File: src/rtl/rr_mux.sv
// rr_mux -- N-channel streaming combiner with a one-deep registered output.
//
// Several producers offer words over valid/ready handshakes. One channel is
// granted per cycle. The grant comes from Sel in manual mode (Mode = 0), or
// from a round-robin search in Mode = 1. The granted word is captured into
// the output register whenever that register is empty or is being drained.
//
// Ports
//   Clk       rising-edge clock
//   Rst       synchronous, active-high reset
//   Mode      0 = manual select via Sel, 1 = round-robin
//   Sel       channel index used in manual mode
//   InData    channel i data at [i*WIDTH +: WIDTH]
//   InValid   per-channel data available
//   InReady   per-channel accept strobe (combinational, at most one bit set)
//   Out       registered output word
//   OutValid  Out holds a valid word
//   OutReady  consumer accepts Out
//   OutSel    index of the channel that produced Out
module rr_mux #(
   parameter int WIDTH = 8,
   parameter int N = 4,
   localparam int SELW = $clog2(N)
) (
   input  logic                 Clk,
   input  logic                 Rst,
   input  logic                 Mode,
   input  logic [SELW-1:0]      Sel,
   input  logic [N*WIDTH-1:0]   InData,
   input  logic [N-1:0]         InValid,
   output logic [N-1:0]         InReady,
   output logic [WIDTH-1:0]     Out,
   output logic                 OutValid,
   input  logic                 OutReady,
   output logic [SELW-1:0]      OutSel
);

   // Last granted channel; the search starts just after it.
   logic [SELW-1:0]  ptr;
   logic             load_en;
   logic             grant_vld;
   logic [SELW-1:0]  grant_idx;
   logic [WIDTH-1:0] grant_data;

   assign load_en = !Rst && (!OutValid || OutReady);

   always_comb begin
      int c;
      grant_vld = 1'b0;
      grant_idx = '0;
      c = 0;
      if (!Mode) begin
         // A Sel value at or above N matches no channel, so nothing is granted.
         for (int i = 0; i < N; i++) begin
            if (Sel == SELW'(i) && InValid[SELW'(i)]) begin
               grant_vld = 1'b1;
               grant_idx = SELW'(i);
            end
         end
      end else begin
         // Walk ptr+1 .. ptr+N modulo N so ptr itself is checked last.
         for (int k = 1; k <= N; k++) begin
            c = (int'(ptr) + k) % N;
            if (!grant_vld && InValid[SELW'(c)]) begin
               grant_vld = 1'b1;
               grant_idx = SELW'(c);
            end
         end
      end
   end

   always_comb begin
      grant_data = '0;
      for (int i = 0; i < N; i++) begin
         if (grant_idx == SELW'(i)) begin
            grant_data = InData[i*WIDTH +: WIDTH];
         end
      end
   end

   always_comb begin
      InReady = '0;
      for (int i = 0; i < N; i++) begin
         if (load_en && grant_vld && grant_idx == SELW'(i)) begin
            InReady[i] = 1'b1;
         end
      end
   end

   always_ff @(posedge Clk) begin
      if (Rst) begin
         Out      <= '0;
         OutSel   <= '0;
         OutValid <= 1'b0;
         ptr      <= SELW'(N - 1);
      end else if (load_en) begin
         if (grant_vld) begin
            Out      <= grant_data;
            OutSel   <= grant_idx;
            OutValid <= 1'b1;
            ptr      <= grant_idx;
         end else begin
            // Out and OutSel keep the last word so the bus stays quiet.
            OutValid <= 1'b0;
         end
      end
   end

endmodule

File: config.mk
export PLATFORM = sky130hd
export DESIGN_NAME = rr_mux
export DESIGN_NICKNAME = d
export VERILOG_FILES = /design/src/rtl/rr_mux.sv
export SDC_FILE = /design/constraint.sdc
export NUM_CORES = 1
export LEC_CHECK = 0
export CORE_MARGIN = 1
export CORE_UTILIZATION = 30
export CTS_BUF_LIST = sky130_fd_sc_hd__clkbuf_4 sky130_fd_sc_hd__clkbuf_8
export DETAILED_ROUTE_END_ITERATION = 6
export GPL_ROUTABILITY_DRIVEN = 0
export PLACE_DENSITY_LB_ADDON = 0.15
export RECOVER_POWER = 100
export SLEW_MARGIN = 0
export SYNTH_ARGS = -nofsm -noshare
export SYNTH_HDL_FRONTEND = slang
export SYNTH_SLANG_ARGS = --single-unit
File: constraint.sdc
create_clock -name Clk -period 2.5 [get_ports Clk]
set_input_delay 0.625 -clock Clk [delete_from_list [all_inputs] [get_ports Clk]]
set_output_delay 0.625 -clock Clk [all_outputs]
set_load 0.02 [all_outputs]
==> summary.txt <==
STA
  • Fin Setup TNS: -0.948 ns
  • PnR worst setup slack: -0.270 ns
  • Pins Over Slew Limit: 0
  • Slew HR: 0.772
  • Peak Freq: 361 MHz
  • Clock Skews: 0.00373 ns
  • Final Cycle Share: 1.11
  • Hold Fails Final Rpt: 0
  • Tmin final: 2.77 ns
  • Least-Margin Pin Slew: 0.341 ns
  • RSZ-0062 raised after global routing: true
  • Worst hold margin: 0.467 ns
  • Endpoints failing setup: 4

Worst setup path
  • Critical path class: input port to primary output
  • CP arrival: 2.14 ns
  • CP Max Fanout: 5
  • CP Launch Type: input port
  • Crit. End Element: primary output
  • Worst Setup SP: InValid[1]
  • Worst EP required: 1.88 ns
  • Worst r2r src: ptr[0]$_SDFFE_PP1N_

Synth
  • Synth area leaders: dfxtp_1 26%, mux2i_1 13%, nand3b_1 5.3%
  • Post-Synthesis Cell Area: 988 um^2
  • Post-Syn Nets: 150
  • Post-synthesis cell count: 108
  • Ys async rst share: 0
  • Register area share after synthesis: 0.263
  • Seq cells post-synth: 13
  • Cell taking the most area after synthesis: dfxtp_1
  • Yosys cell types: 37
  • Average size of a mapped cell: 9.15 um^2
  • Top cell type's share of synthesized area: 0.263
  • Dominant synthesized flop cell: dfxtp_1
  • EDFF count, synth: 0
  • Yosys warns: 0
  • Most instantiated cells after synthesis: 13 x dfxtp_1, 13 x mux2i_1, 8 x nand2_1

Floorplan
  • Initial Utilization: 0.321
  • # rows: 20
  • Full die area: 3530 um^2
  • Core box area: 3080 um^2
  • Chip Width: 59.4 um
  • Die Y: 59.4 um
  • Top-Level Pins: 57

Clock network
  • H-tree depth: 1
  • CTS Hold Bufs: 0
  • Sink Count: 13
  • Clock tree buffer depth: 2
  • Skew-Pair Late Insertion Delay: 0.28 ns
  • CTS buffer count: 3
  • Clock Pin Slew Worst Setup and Hold Paths: 0.08 ns
  • CTS root buffer: clkbuf_4
  • CTS tree: done

Route
  • Drt total wl: 3260 um
  • DRT iter0 DRCs: 32
  • TritonRoute pass-1 iters: 6
  • Drt wl/cell: 13.9 um
  • Post-route DRC: 0
  • Vias per cell: 4.88
  • Via count: 1,147
  • DRT antenna net count: 0

Finish
  • N_diodes: 0
  • Sequential Area: 260 um^2
  • Area grow syn2layout: 90.0%
  • Fin area: 1880 um^2
  • Layout cell share with drive strength beyond 1: 0.314
  • Number of nets in the layout: 234
  • Count of filler cells inserted in the layout: 292
  • Footprint of the multi-input gates: 733 um^2
  • Final Util: 0.610

Placed design
  • Total placed instance area: 1730 um^2
  • Setup Slack @ Placement: -1.25 ns
  • Hpwl dp: 2350 um
  • PortBufs: 56

GRT
  • Total GRT Usage: 0.192
  • Vias in the first global route: 1,173
  • Largest net degree at the start of global routing: 9
  • GRT Residual Overflow: 0
  • Initial antenna violation count: 0
  • Global-route wire length before repair: 5080 um

Pwr
  • Static Leak: 0.000768 uW
  • PD cells: 387 nW/um^2
  • VDD IR max: 0.278 mV

Outcome
  • Failing checks: setup timing
  • Outcome: finished, violations left

Worst hold path
  • Hold Startpoint: OutSel[0]$_SDFFE_PP0N_
  • Hold Crit Class: register to register

Run
  • Max_cap viols: 0
==> cell usage in the layout (no fill, tap or decap), drive strengths merged, types with 4 or more instances in the layout <==
cell           instances
a21oi                  5
buf                   35
clkbuf                 6
clkdlybuf4s50         35
dfxtp                 13
dlygate4sd3           11
inv                    5
mux2i                 13
nand2                  8
nand2b                 6
nand3                  5
nand3b                 7
nor3b                  4
o221ai                 6
==> logic make-up after synthesis <==
family,synth area share
AND/OR/NAND/NOR,0.278
AO/OA/AOI/OAI,0.261
multiplexers,0.132
flip-flops,0.263
buffers and inverters,0.0658
==> cell type report <==
cell class,count,area share
Timing Repair Buffer,85,0.416
Multi-Input combinational cell,84,0.390
Sequential cell,13,0.139
Tap cell,44,0.0293
Clock buffer,4,0.0160
Inverter,5,0.00999
==> through the flow <==
step                      instances  power (uW)
after floorplan                 108         398
after global placement          223         553
after detailed placement        223         559
after CTS                       233         735
after global routing            235         768
final                           235         727
==> layer usage <==
layer | vias to the layer above | wire length [um] | track usage
li1 | 572 | - | -
met1 | 526 | 1300 | 0.202
met2 | 45 | 1720 | 0.364
met3 | 4 | 195 | 0.0590
met4 | 0 | 44 | 0.0476
met5 | - | 0 | 0
==> worst paths after layout <==
kind | endpoint | slack (ns) | depth (start not counted)
worst max-delay path | InReady[1] | -0.27 | 8
worst min-delay path | OutSel[0]$_SDFFE_PP0N_ | 0.47 | 2
worst max register to register | Out[3]$_SDFFE_PP0N_ | 0.44 | 8
worst min register to register | OutSel[0]$_SDFFE_PP0N_ | 0.47 | 2
==> where the power goes <==
part / switching, uW / internal (uW)
Combinational: 149 / 191
Sequential: 12.8 / 228
Clock: 73.9 / 72.8
Total: 235 / 491
==> state kept, by name, summed over array words and instances, names as in the netlist <==
name      cells
OutValid      1
Out           8
OutSel        2
ptr           2
==> timing repair <==
item	in CTS	in global routing
pin swaps	6	6
setup buffers	6	2
resized for setup	55	7
setup endpoints to repair	11	4
==> critical path, stage by stage <==
cell and delay (ns):
buf_8 0.10, or3b_4 0.37, a2111oi_4 0.35, a311oi_4 0.09
nor3_4 0.22, buf_4 0.14, nor2b_4 0.13, buf_6 0.12
No activity file was read; power rests on OpenSTA's default activity.
